### src/rtl/vga_sync_gen.sv
// VGA timing generator: pixel divider, h/v counters with porch/sync FSMs, registered DAC outputs.
// Define VGA_FRAME_CNT_EN to add the 16-bit frame_cnt output.
module vga_sync_gen #(
    parameter int unsigned CLK_DIV  = 2,
    parameter int unsigned H_ACTIVE = 640,
    parameter int unsigned H_FRONT  = 16,
    parameter int unsigned H_SYNC   = 96,
    parameter int unsigned H_BACK   = 48,
    parameter int unsigned V_ACTIVE = 480,
    parameter int unsigned V_FRONT  = 10,
    parameter int unsigned V_SYNC   = 2,
    parameter int unsigned V_BACK   = 33
) (
    input  logic       clk,
    input  logic       reset,
    output logic [9:0] h_counter,
    output logic [9:0] v_counter,
    output logic       pixel_tick,
    output logic       frame_start,
    input  logic [7:0] R_in,
    input  logic [7:0] G_in,
    input  logic [7:0] B_in,
    output logic [7:0] VGA_R,
    output logic [7:0] VGA_G,
    output logic [7:0] VGA_B,
    output logic       VGA_HS,
    output logic       VGA_VS,
    output logic       VGA_BLANK_N,
    output logic       VGA_SYNC_N,
    output logic       VGA_CLK
`ifdef VGA_FRAME_CNT_EN
    ,output logic [15:0] frame_cnt
`endif
);

    localparam int unsigned H_TOTAL = H_ACTIVE + H_FRONT + H_SYNC + H_BACK;
    localparam int unsigned V_TOTAL = V_ACTIVE + V_FRONT + V_SYNC + V_BACK;
    localparam int unsigned DIV_W   = (CLK_DIV > 1) ? $clog2(CLK_DIV) : 1;

    localparam logic [DIV_W-1:0] DIV_LAST   = DIV_W'(CLK_DIV - 1);
    localparam logic [DIV_W-1:0] DIV_CLK_HI = DIV_W'(CLK_DIV - CLK_DIV / 2);

    localparam logic [9:0] H_LAST    = 10'(H_TOTAL - 1);
    localparam logic [9:0] H_B_FRONT = 10'(H_ACTIVE);
    localparam logic [9:0] H_B_SYNC  = 10'(H_ACTIVE + H_FRONT);
    localparam logic [9:0] H_B_BACK  = 10'(H_ACTIVE + H_FRONT + H_SYNC);
    localparam logic [9:0] V_LAST    = 10'(V_TOTAL - 1);
    localparam logic [9:0] V_B_FRONT = 10'(V_ACTIVE);
    localparam logic [9:0] V_B_SYNC  = 10'(V_ACTIVE + V_FRONT);
    localparam logic [9:0] V_B_BACK  = 10'(V_ACTIVE + V_FRONT + V_SYNC);

    typedef enum logic [1:0] {ACTIVE, FRONT, SYNC, BACK} state_e;

    // State always describes the counter value it sits beside, so it is
    // decoded from the counter's next value at each boundary.
    function automatic state_e next_state(input logic [9:0] c, input state_e cur,
                                          input logic [9:0] b_front, input logic [9:0] b_sync,
                                          input logic [9:0] b_back);
        next_state = cur;
        if (c == '0)           next_state = ACTIVE;
        else if (c == b_front) next_state = FRONT;
        else if (c == b_sync)  next_state = SYNC;
        else if (c == b_back)  next_state = BACK;
    endfunction

    logic [DIV_W-1:0] div_q, div_d;
    logic [9:0]       h_q, h_d, v_q, v_d;
    state_e           hst_q, hst_d, vst_q, vst_d;
    logic             frame_start_q, frame_start_d;
    logic [7:0]       r_q, r_d, g_q, g_d, b_q, b_d;
    logic             hs_q, hs_d, vs_q, vs_d, blank_n_q, blank_n_d;
    logic             tick, h_wrap, v_wrap, active;
`ifdef VGA_FRAME_CNT_EN
    logic [15:0]      frame_cnt_q, frame_cnt_d;
`endif

    assign tick   = (div_q == DIV_LAST);
    assign h_wrap = (h_q == H_LAST);
    assign v_wrap = (v_q == V_LAST);
    assign active = (hst_q == ACTIVE) && (vst_q == ACTIVE);

    always_comb begin
        div_d         = tick ? '0 : div_q + 1'b1;
        h_d           = h_q;
        v_d           = v_q;
        hst_d         = hst_q;
        vst_d         = vst_q;
        frame_start_d = 1'b0;
        r_d           = r_q;
        g_d           = g_q;
        b_d           = b_q;
        hs_d          = hs_q;
        vs_d          = vs_q;
        blank_n_d     = blank_n_q;
        if (tick) begin
            // DAC captures the pixel that is ending, before the counters move on.
            hs_d      = (hst_q != SYNC);
            vs_d      = (vst_q != SYNC);
            blank_n_d = active;
            r_d       = active ? R_in : '0;
            g_d       = active ? G_in : '0;
            b_d       = active ? B_in : '0;
            h_d       = h_wrap ? '0 : h_q + 10'd1;
            if (h_wrap)
                v_d = v_wrap ? '0 : v_q + 10'd1;
            frame_start_d = h_wrap && v_wrap;
            hst_d = next_state(h_d, hst_q, H_B_FRONT, H_B_SYNC, H_B_BACK);
            vst_d = next_state(v_d, vst_q, V_B_FRONT, V_B_SYNC, V_B_BACK);
        end
`ifdef VGA_FRAME_CNT_EN
        frame_cnt_d = frame_cnt_q + (frame_start_d ? 16'd1 : 16'd0);
`endif
    end

    always_ff @(posedge clk or posedge reset) begin
        if (reset) begin
            div_q         <= '0;
            h_q           <= '0;
            v_q           <= '0;
            hst_q         <= ACTIVE;
            vst_q         <= ACTIVE;
            frame_start_q <= 1'b0;
            r_q           <= '0;
            g_q           <= '0;
            b_q           <= '0;
            hs_q          <= 1'b1;
            vs_q          <= 1'b1;
            blank_n_q     <= 1'b0;
`ifdef VGA_FRAME_CNT_EN
            frame_cnt_q   <= '0;
`endif
        end else begin
            div_q         <= div_d;
            h_q           <= h_d;
            v_q           <= v_d;
            hst_q         <= hst_d;
            vst_q         <= vst_d;
            frame_start_q <= frame_start_d;
            r_q           <= r_d;
            g_q           <= g_d;
            b_q           <= b_d;
            hs_q          <= hs_d;
            vs_q          <= vs_d;
            blank_n_q     <= blank_n_d;
`ifdef VGA_FRAME_CNT_EN
            frame_cnt_q   <= frame_cnt_d;
`endif
        end
    end

    assign h_counter   = h_q;
    assign v_counter   = v_q;
    assign pixel_tick  = tick;
    assign frame_start = frame_start_q;
    assign VGA_R       = r_q;
    assign VGA_G       = g_q;
    assign VGA_B       = b_q;
    assign VGA_HS      = hs_q;
    assign VGA_VS      = vs_q;
    assign VGA_BLANK_N = blank_n_q;
    assign VGA_SYNC_N  = 1'b0;
    assign VGA_CLK     = (div_q >= DIV_CLK_HI);
`ifdef VGA_FRAME_CNT_EN
    assign frame_cnt   = frame_cnt_q;
`endif

endmodule

### config.mk
export PLATFORM = sky130hd
export DESIGN_NAME = vga_sync_gen
export DESIGN_NICKNAME = d
export VERILOG_FILES = /design/src/rtl/vga_sync_gen.sv
export SDC_FILE = /design/constraint.sdc
export NUM_CORES = 1
export LEC_CHECK = 0
export ABC_CLOCK_PERIOD_IN_PS = 4100
export CELL_PAD_IN_SITES_DETAIL_PLACEMENT = 0
export CELL_PAD_IN_SITES_GLOBAL_PLACEMENT = 1
export CORE_ASPECT_RATIO = 1.1
export CORE_UTILIZATION = 25
export CTS_CLUSTER_DIAMETER = 50
export DETAILED_ROUTE_END_ITERATION = 12
export PLACE_DENSITY_LB_ADDON = 0.1
export SLEW_MARGIN = 20
export SYNTH_ARGS = -nofsm -noshare
export SYNTH_HDL_FRONTEND = slang
export SYNTH_SLANG_ARGS = --single-unit
### constraint.sdc
create_clock -name clk -period 4.1 [get_ports clk]
set_input_delay 0.82 -clock clk [delete_from_list [all_inputs] [get_ports clk]]
set_output_delay 0.82 -clock clk [all_outputs]
set_load 0.01 [all_outputs]
-- Yosys cells after proc, flatten, opt, wreduce, memory -nomap -nowiden
Cells that the tools add are included.
- register bits: 53
- output and inout port bits: 51
- input bits: 26
- word-level logic and storage cells: 53
- order comparisons: 1
- equality and inequality tests: 10
- add/sub/neg operators: 3
- reductions and logical operators: 10
- mux-type cells: 17
- operators with widths (kind ; count):
    $eq A10 B10 Y1 const B ; 5
    $mux W10 ; 4
    $eq A10 B9 Y1 const B ; 3
    $mux W8 ; 3
    $add A10 B1 Y10 const B ; 2
    $logic_not A10 Y1 ; 2
    $mux W2 ; 8
    $reduce_bool A4 Y1 ; 2
    $logic_not A2 Y1 ; 2
    $ne A2 B2 Y1 const B ; 2
    $reduce_and A2 Y1 ; 2
    $logic_and A1 B1 Y1 ; 2
    $mux W1 ; 2
    $add A1 B1 Y1 const B ; 1
    $ge A1 B1 Y1 const B ; 1

-- Longest topological paths before layout
Gate-level depths: netlist of the first run.
- depth in word-level cells: 9
- mapped depth: 11
- depth with buffers taken out: 9

-- Worst setup path before layout of the first run
Ideal clock, no wire load.
- path type: register to register
- from: register h_q[0] (netlist: h_counter[0])
- to: register hst_q[0]
- path buffers: 1
- stages on the path, launching flop included: 10
- setup slack: 1335 ps
- setup time: 126 ps
- data required time: 3974 ps
- data arrival time: 2639 ps
- period minus slack after synthesis: 2765 ps
- cells stage by stage: dfrtp_1 ha_1 and4_1 buf_2 and3_4 o311a_4 or2_1 or4b_4 nor2b_4 o32a_1
- longest elaborated chain between the ends: 6
- elaborated cells between the ends (all ways): 12
- those cells by class: add/sub (1); eq/ne (4); mux (4); reduce/logical (3)
- ends and longest elaborated chain (element ; line ; source):
    start, declared ; 67 ; logic [9:0] h_q, h_d, v_q, v_d;
    start signal, assigned ; 118 ; h_q <= '0;
    start signal, assigned ; 134 ; h_q <= h_d;
    $add A10 B1 Y10 or $eq A10 B10 Y1 (tied branches) ; 103, 78 ;
    $mux W10 * ; 103 ; h_d = h_wrap ? '0 : h_q + 10'd1;
    $eq A10 B10 Y1 ; 62 ; else if (c == b_sync) next_state = SYNC;
    $mux W2 ; 62 ;
    $mux W2 ; 61 ; else if (c == b_front) next_state = FRONT;
    $mux W2 ; 60 ; if (c == '0) next_state = ACTIVE;
    end signal, assigned ; 136 ; hst_q <= hst_d;
    end, declared ; 68 ; state_e hst_q, hst_d, vst_q, vst_d;
Mark *: on every way between the ends. The rest lies on a longest branch, timed or not.
A chain may end at the register's enable or synchronous reset.

-- Final worst setup path of the first run
Same ends and word-level chain as after synthesis.

==> run_results.csv, run 1 <==
group,metric,value,unit
timing,hold_viol,0,
logic_synthesis,async_reset_ff_share,100.0,%
timing,worstMarginPinSlew,0.7199,ns
logic_synthesis,yosysWarningCount,0,
routing,vias_per_cell,4.745,
cts,root_buffer,"clkbuf_16",
finish,diodes,0,
routing,drc,0,
global_routing,grt_usage,13.28,%
logic_synthesis,yosys.area.top_type_share,44.46,%
global_routing,grt_pass1_wl,12480,um
logic_synthesis,synth_cell_types,60,
finish,area_growth,34.48,%
die,die-area,11910,um2
timing,maxSlewHeadroom,51.93,%
power,max-vdd-ir-drop,168.3,uV
finish,multiInputGateArea,1376,um2
die,rows,40,
setup_path,critPathKind,"reg2reg",
global_routing,grt_antenna_before_repair,0,
power,clockPowerShare,42.2,%
logic_synthesis,synth_top_area_cell,"dfrtp_1",
timing,fin_crit,2.932,ns
cts,post_cts_resized,0,
finish,fillers,1161,
logic_synthesis,synth_area_per_cell,10.00,um2
timing,slew_violations,0,
power,p_leak,0.001669,uW
power,switchingPower,238.9,uW
power,p_int,830.3,uW
timing,fin_crit_sh,71.52,%
setup_path,cp.arrival,3.11,ns
timing,setup_viol,0,
global_routing,grt_overflow_total,0,
global_routing,grt_start_max_net_pins,34,
setup_path,required,4.28,ns
finish,drive_gt1_share,8.239,%
logic_synthesis,syn_nets,317,
timing,max_freq,341.0,MHz
power,power_frac_seq,50.6,%
logic_synthesis,synth_most_common_cell,"dfrtp_1",
die,ios,77,
routing,vias,2368,
die,start_util,25.95,%
power,swShare,22.34,%
setup_path,critPathCaptureType,"flop",
cts,cts_buffer_depth,2,
place,dp_hpwl,5225,um
cts,postCtsSetupBuffers,0,
logic_synthesis,synth_edf_count,0,
logic_synthesis,ys_seq_area_share,46.29,%
outcome,status,"complete, no violations",
setup_path,crit_path_start,"h_counter[0]",
setup_path,setup.worst_path.start_class,"flop",
finish,regArea,1329,um2
timing,fin_skew,0.002414,ns
routing,wl_per_cell,15.05,um
logic_synthesis,ys_top_cells_by_count,"dfrtp_1 (51), nand2_1 (27), a22o_1 (24)",
cts,tritoncts,"built",
setup_path,cp_max_fo,20,
die,core-area,11060,um2
timing,fin_tns_setup,0,ns
timing,rsz0062_at_grt,"no",
worst_hold_path,worst_hold_startpoint,"VGA_VS",
logic_synthesis,synthTopCellsByArea,"dfrtp_1 (44%), a22o_1 (7.3%), nand2_1 (3.5%), a21oi_1 (2.8%), nor2_1 (2.5%)",
cts,clock_sinks,53,
cts,ctsHoldBuffers,0,
run,cap_violations,0,
cts,cts_buffers,5,
die,die_h,114.4,um
routing,drt_iter0_markers,108,
power,comb_power_share,7.1,%
logic_synthesis,syn-cell-area,2870,um2
routing,postRouteAntennaNets,0,
cts,htreeDepth,2,
power,p_per_area,277.0,nW/um2
logic_synthesis,synth_seq_cells,53,
worst_hold_path,hold_path.class,"reg2reg",
logic_synthesis,synth_cells,287,
setup_path,r2r-start,"h_counter[0]",
timing,hold_slack,0.4807,ns
die,die_w,104.2,um
routing,drtPass1Iterations,4,
place,port_buffers,75,
place,place.gp.congestion,0.7159,
global_routing,grt_pass1_vias,2432,
finish,nNetsFinal,381,
logic_synthesis,ys.flop_type,"dfrtp_1",
cts,clk_pin_slew,0.07,ns
routing,routed_wl,7512,um
cts,insertion_delay,0.29,ns
## final cells by class
class                   count  area share [%]
inverters                   9          0.8752
repair buffers             79           20.23
flip-flops and latches     53           34.42
well taps                 147           4.765
clock buffers               6           3.598
clock inverters             2          0.4538
multi-input cells         203           35.66
## routing by layer
metal  up-vias  global-route usage (%)  wire length [um]
met2        68                   20.93              3395
met1      1131                   17.21              3503
li1       1164                       -                 -
met5         -                       0                 0
met4         0                   4.286                96
met3         5                   4.382               516
## final timing paths
path	slack (ns)	depth (start not counted)	to
max reg2reg	1.17	8	hst_q[0]
min	0.48	2	VGA_VS
min reg2reg	0.48	2	VGA_VS
max in group asynchronous	2.38	3	frame_start
max	1.17	8	hst_q[0]
min in group asynchronous	0.96	2	hst_q[0]
## worst max-delay path, stage by stage (launching register included)
cell     delay, ns
dfrtp_1       0.44
ha_1          0.30
and4_1        0.31
and3_4        0.26
o311a_4       0.38
or2_1         0.26
or4b_4        0.56
nor2b_4       0.14
o32a_1        0.16
## power by group through the flow
stage	combinational, uW	clock, uW	sequential (uW)
global placement	77.7	0	552
detailed placement	78.5	0	551
CTS	78.2	476	542
floorplan	18.5	0	557
finish	76.1	452	542
global route	83.4	489	543
## per-stage QoR
step                      worst slack [ns]  power [uW]  utilization [%]  instance area, um2  cells
after floorplan                      1.335       575.3                -                2870    287
after global placement               1.219       629.4            33.48                3704    491
after detailed placement             1.172       629.2            33.48                3704    491
after CTS                            1.152        1096            34.90                3860    499
after global routing                 1.000        1115            34.90                3860    499
final                                1.168        1069            34.90                3860    499
## flip-flops by register name, summed over array words and instances, names as in the netlist
register     flops
VGA_G            8
pixel_tick       1
VGA_HS           1
VGA_VS           1
VGA_R            8
h_counter       10
hst_q            2
v_counter       10
VGA_B            8
vst_q            2
frame_start      1
VGA_BLANK_N      1
## logic make-up (layout without fill, tap and decap cells)
logic type / count (synthesis) / count (layout) / synth area share, %
xor+xnor: 15 / 15 / 5.100
compound gates: 74 / 74 / 18.83
fa+ha+maj: 4 / 4 / 1.744
other cells: 1 / 1 / 0.1307
buf+inv: 31 / 96 / 5.972
flops: 53 / 53 / 46.29
mux: 5 / 5 / 1.918
simple gates: 104 / 104 / 20.01
## cell usage in the layout (no fill, tap or decap), types with 5 or more instances in the layout
cell,Yosys,final
a21oi_1,16,16
a22o_1,24,24
clkbuf_16,0,5
clkdlybuf4s50_1,0,75
dfrtp_1,51,51
inv_1,8,7
nand2_1,27,27
nand3_1,12,12
nand4_1,6,6
nor2_1,19,19
nor3_1,7,7
o21ai_0,14,14
xnor2_1,7,7
xor2_1,7,7
No activity file was read; power rests on OpenSTA's default activity.
==> run 2, diff against run 1 <==
--- a/config.mk
+++ b/config.mk
@@ -5,7 +5,7 @@
 export SDC_FILE = /design/constraint.sdc
 export NUM_CORES = 1
 export LEC_CHECK = 0
-export ABC_CLOCK_PERIOD_IN_PS = 4100
+export ABC_CLOCK_PERIOD_IN_PS = 2900
 export CELL_PAD_IN_SITES_DETAIL_PLACEMENT = 0
 export CELL_PAD_IN_SITES_GLOBAL_PLACEMENT = 1
 export CORE_ASPECT_RATIO = 1.1
==> constraint.sdc (replaced) <==
create_clock -name clk -period 2.9 [get_ports clk]
set_input_delay 0.58 -clock clk [delete_from_list [all_inputs] [get_ports clk]]
set_output_delay 0.58 -clock clk [all_outputs]
set_load 0.01 [all_outputs]
==> run 2 against run 1 <==
- design area is 3.5% higher
- utilization is 1.2 points higher
- count of clock-buffer cells in the layout is 1 lower
- die area unchanged
- worst hold slack gained 0.0047 ns
- maximum frequency grew 6.9%
- first-iteration DRC count up 7.4%
- clock skew grew 0.0027 ns
- combinational power up 41%
- final cell count grew 3.0%
- largest cell class unchanged
- global-route usage is 0.44 points higher
- largest power group unchanged
==> run_results.csv, run 2 (synthesized netlist as in run 1, its figures left out) <==
group,metric,value,unit
place,dp_cells,506,
timing,fin_tns_setup,0,ns
routing,drtPass1Iterations,4,
cts,cts_buffer_depth,2,
power,p_per_area,398.3,nW/um2
routing,wl_per_cell,15.11,um
setup_path,cp_max_fo,10,
cts,postCtsSetupBuffers,0,
run,cap_violations,0,
power,switchingPower,351.9,uW
finish,final_cells,514,
setup_path,critPathKind,"reg2reg",
worst_hold_path,whs_path_depth,2,
global_routing,grt_usage,13.73,%
place,dp_hpwl,5419,um
power,swShare,22.12,%
timing,fin_crit_sh,94.55,%
finish,layout_common_cells,"clkdlybuf4s50_1 (75), dfrtp_1 (51), nand2_1 (27)",
place,port_buffers,75,
routing,drt_iter0_markers,116,
die,ios,77,
cts,insertion_delay,0.30,ns
worst_hold_path,hold_path.class,"reg2reg",
place,place.gp.congestion,0.7535,
timing,max_freq,364.7,MHz
finish,drive_gt1_share,12.26,%
cts,clk_pin_slew,0.07,ns
die,start_util,25.95,%
finish,nNetsFinal,396,
power,clockPowerShare,45.1,%
power,p_int,1239,uW
finish,final_area,3995,um2
timing,worstMarginPinSlew,0.6858,ns
die,core-area,11060,um2
setup_path,regToRegSetupSlack,0.16,ns
outcome,status,"complete, no violations",
timing,fin_crit,2.742,ns
global_routing,grt_pass1_wl,12950,um
setup_path,required,3.08,ns
routing,routed_wl,7769,um
timing,slew_violations,0,
finish,final_common_cell,"clkdlybuf4s50_1",
timing,finalWorstSetupSlack,0.1581,ns
power,max-vdd-ir-drop,219.7,uV
cts,clock_sinks,53,
cts,htreeDepth,2,
power,finalPower,1591,uW
setup_path,r2r-start,"h_counter[1]",
die,die_h,114.4,um
routing,postRouteAntennaNets,0,
place,dp_slack,0.1584,ns
timing,setup_viol,0,
cts,cts_buffers,5,
routing,vias,2457,
global_routing,grt_antenna_before_repair,0,
place,place_area,3816,um2
finish,diodes,0,
power,power_frac_seq,48.1,%
setup_path,critPathCaptureType,"flop",
power,p_leak,0.001760,uW
timing,rsz0062_at_grt,"no",
cts,root_buffer,"clkbuf_16",
setup_path,rr_endpoint,"hst_q[0]",
routing,drc,0,
global_routing,grt_overflow_total,0,
finish,multiInputGateArea,1383,um2
setup_path,setup.worst_path.start_class,"flop",
power,comb_power_share,6.8,%
cts,tritoncts,"built",
finish,regArea,1329,um2
finish,area_growth,39.19,%
timing,maxSlewHeadroom,54.28,%
finish,fillers,1138,
die,rows,40,
die,die_w,104.2,um
routing,vias_per_cell,4.780,
setup_path,cp.arrival,2.93,ns
worst_hold_path,min_to,"VGA_VS",
global_routing,grt_pass1_vias,2521,
timing,fin_skew,0.005080,ns
setup_path,rr_worst_depth,8,
cts,ctsHoldBuffers,0,
die,die-area,11910,um2
timing,hold_viol,0,
worst_hold_path,worst_hold_startpoint,"VGA_VS",
global_routing,grt_start_max_net_pins,54,
-- run 2: layout make-up --
class                           count  share of cell area, %
Multi-Input combinational cell    203                  34.61
Clock buffer                        5                  3.132
Clock inverter                      3                  1.190
Timing Repair Buffer               94                  22.36
Sequential cell                    53                  33.26
Tap cell                          147                  4.604
Inverter                            9                 0.8456
-- run 2: through the flow --
step	utilization, %	hold slack [ns]
3_5_place_dp	34.50	0.4634
3_3_place_gp	34.50	0.4633
6_report	36.12	0.4853
4_1_cts	36.06	0.4900
5_1_grt	36.12	0.5032
2_1_floorplan	-	0.4742
-- run 2: worst max-delay path by stage --
stage               end          from  slack, ns  cells after the start
3_5_place_dp   vst_q[0]  v_counter[0]       0.16                      8
6_report       hst_q[0]  h_counter[1]       0.16                      8
3_3_place_gp   vst_q[0]  v_counter[0]       0.20                      8
5_1_grt        vst_q[0]  h_counter[1]       0.02                      9
4_1_cts        vst_q[0]  v_counter[0]       0.14                      8
2_1_floorplan  hst_q[0]  h_counter[0]       0.14                      9
-- run 2: repair_timing --
| item | CTS | global route |
|---|---|---|
| setup endpoints to repair | 0 | 2 |
| hold endpoints to repair | 0 | 0 |
| resized for setup | 0 | 1 |
-- run 2: power groups by stage --
stage / Sequential [uW] / Clock (uW) / Combinational, uW
5_1_grt: 768 / 772 / 117
2_1_floorplan: 787 / 0 / 26.2
6_report: 765 / 718 / 107
4_1_cts: 766 / 748 / 110
3_3_place_gp: 780 / 0 / 110
3_5_place_dp: 778 / 0 / 111
-- run 2: layer usage --
metal	global-route usage [%]	vias to the layer above	part of all wire, %
met5	0	-	0
met4	4.667	0	1.6
met3	3.586	8	6.0
met2	22.13	70	45
met1	17.87	1186	47
li1	-	1193	-
-- run 2: worst max-delay path: stages, from the launching register on --
cell and delay, ns:
dfrtp_1 0.44, ha_1 0.22, and4_1 0.27, and3_4 0.22
o311a_4 0.37, or2_1 0.26, or4b_4 0.56, nor2b_4 0.14
o32a_1 0.15
==> run 3, diff against run 2 <==
--- a/config.mk
+++ b/config.mk
@@ -8,10 +8,11 @@
 export ABC_CLOCK_PERIOD_IN_PS = 2900
 export CELL_PAD_IN_SITES_DETAIL_PLACEMENT = 0
 export CELL_PAD_IN_SITES_GLOBAL_PLACEMENT = 1
-export CORE_ASPECT_RATIO = 1.1
+export CORE_ASPECT_RATIO = 0.75
 export CORE_UTILIZATION = 25
 export CTS_CLUSTER_DIAMETER = 50
 export DETAILED_ROUTE_END_ITERATION = 12
+export MAX_ROUTING_LAYER = met4
 export PLACE_DENSITY_LB_ADDON = 0.1
 export SLEW_MARGIN = 20
 export SYNTH_ARGS = -nofsm -noshare
==> run 3 against run 2 <==
- critical path type unchanged
- highest routed layer unchanged
- global-route usage up 0.69 points
- design area hardly changed
- setup slack improved by 0.022 ns
- clock power decreased by 2%
- die area hardly changed
- count of clock-buffer cells in the layout up 1
- total power down 0.91%
- clock skew is 0.00093 ns higher
- worst hold slack lost 0.0051 ns
==> run_results.csv, run 3 (synthesized netlist as in run 1, its figures left out) <==
group,metric,value,unit
cts,ctsHoldBuffers,0,
cts,root_buffer,"clkbuf_16",
setup_path,cp.arrival,2.91,ns
die,die_w,125.7,um
cts,cts_buffer_depth,2,
timing,fin_skew,0.006012,ns
cts,tritoncts,"built",
routing,vias_per_cell,4.855,
global_routing,grt_pass1_vias,2416,
worst_hold_path,min_to,"VGA_VS",
finish,final_common_cell,"clkdlybuf4s50_1",
routing,routed_wl,7992,um
die,die-area,11920,um2
routing,met1_length,4177,um
setup_path,r2r-start,"h_counter[2]",
setup_path,crit_path_start,"h_counter[2]",
place,dp_hpwl,5829,um
power,finalPower,1577,uW
setup_path,critPathCaptureType,"flop",
timing,hold_viol,0,
die,start_util,25.94,%
run,cap_violations,0,
routing,wl_met3,305,um
cts,postCtsSetupBuffers,0,
cts,htreeDepth,2,
die,ios,77,
global_routing,grt_start_max_net_pins,28,
setup_path,regToRegSetupSlack,0.18,ns
finish,area_growth,39.28,%
place,place_area,3822,um2
routing,drtPass1Iterations,5,
timing,rsz0062_at_grt,"no",
timing,worstMarginPinSlew,0.5512,ns
place,port_buffers,75,
timing,fin_tns_setup,0,ns
setup_path,required,3.09,ns
setup_path,rr_worst_depth,8,
cts,clk_pin_slew,0.07,ns
finish,drive_gt1_share,12.74,%
die,die_h,94.80,um
routing,vias,2471,
timing,fin_crit_sh,93.78,%
global_routing,grt_pass1_wl,12930,um
setup_path,rr_endpoint,"vst_q[0]",
power,p_per_area,394.4,nW/um2
worst_hold_path,worst_hold_startpoint,"VGA_VS",
finish,diodes,0,
finish,layout_common_cells,"clkdlybuf4s50_1 (75), dfrtp_1 (51), nand2_1 (27)",
routing,wl_per_cell,15.70,um
timing,max_freq,367.7,MHz
timing,slew_violations,0,
power,p_leak,0.001766,uW
timing,maxSlewHeadroom,63.20,%
global_routing,grt_overflow_total,0,
worst_hold_path,hold_path.class,"reg2reg",
worst_hold_path,whs_path_depth,2,
outcome,status,"complete, no violations",
die,core-area,11070,um2
routing,postRouteAntennaNets,0,
finish,nNetsFinal,398,
finish,final_area,3998,um2
place,place.gp.congestion,0.7536,
cts,clock_sinks,53,
timing,hold_slack,0.4803,ns
setup_path,critPathKind,"reg2reg",
global_routing,grt_usage,14.41,%
cts,insertion_delay,0.30,ns
finish,fillers,1149,
power,max-vdd-ir-drop,206.0,uV
routing,drc,0,
global_routing,grt_antenna_before_repair,0,
routing,wl_met2,3441,um
routing,drt_iter0_markers,128,
die,rows,33,
routing,top_layer,"met4",
timing,setup_viol,0,
cts,cts_buffers,5,
setup_path,setup.worst_path.start_class,"flop",
setup_path,cp_max_fo,14,
timing,fin_crit,2.720,ns
-- run 3: changes by cell type in the layout (fill, tap and decap cells not counted), sizes merged --
cell	change
clkbuf	+1
inv	-2
clkinv	+1
buf	+2
-- run 3: cell type report --
| class | instances | area (um2) | share of cell area (%) |
|---|---|---|---|
| Clock buffer | 6 | 128.9 | 3.224 |
| Clock inverter | 2 | 38.79 | 0.9703 |
| Inverter | 9 | 33.78 | 0.8451 |
| Multi-Input combinational cell | 203 | 1384 | 34.62 |
| Sequential cell | 53 | 1329 | 33.24 |
| Tap cell | 140 | 175.2 | 4.382 |
| Timing Repair Buffer | 96 | 908.4 | 22.72 |
-- run 3: stage by stage --
step	util [%]	cells	worst slack, ns
floorplan	-	287	0.1351
global placement	34.54	501	0.2170
detailed placement	34.54	501	0.1182
CTS	36.06	509	0.1209
global route	36.13	509	0.05989
finish	36.13	509	0.1805
-- run 3: what timing repair did --
item	CTS	global route
resized for setup	0	2
endpoints found under the setup margin	0	1
hold endpoints to repair	0	0
-- run 3: how the worst max path moves through the flow --
stage	slack, ns	depth (start not counted)	endpoint
2_1_floorplan	0.14	9	hst_q[0]
3_3_place_gp	0.22	7	vst_q[0]
3_5_place_dp	0.12	8	vst_q[0]
4_1_cts	0.12	8	vst_q[0]
5_1_grt	0.06	8	vst_q[0]
6_report	0.18	8	vst_q[0]
-- run 3: routing by layer --
| metal | track usage [%] | vias up |
|---|---|---|
| met2 | 21.02 | 59 |
| met1 | 20.34 | 1199 |
| met4 | 3.659 | 0 |
| li1 | - | 1205 |
| met3 | 2.720 | 8 |
| met5 | - | - |
-- run 3: where the power goes --
group          internal (uW)  leakage (uW)  switching (uW)  total, uW
sequential               756      0.000658            9.49        765
clock                    410     0.0000810             292        702
combinational           70.1       0.00103            39.3        109
-- run 3: worst max-delay path, cell delays in order (launching register included) --
cell	delay [ns]
dfrtp_1	0.54
and4_2	0.39
and3_4	0.28
buf_4	0.21
o21ai_1	0.09
a32o_1	0.25
a2111o_1	0.40
or2_1	0.24
a31o_1	0.20
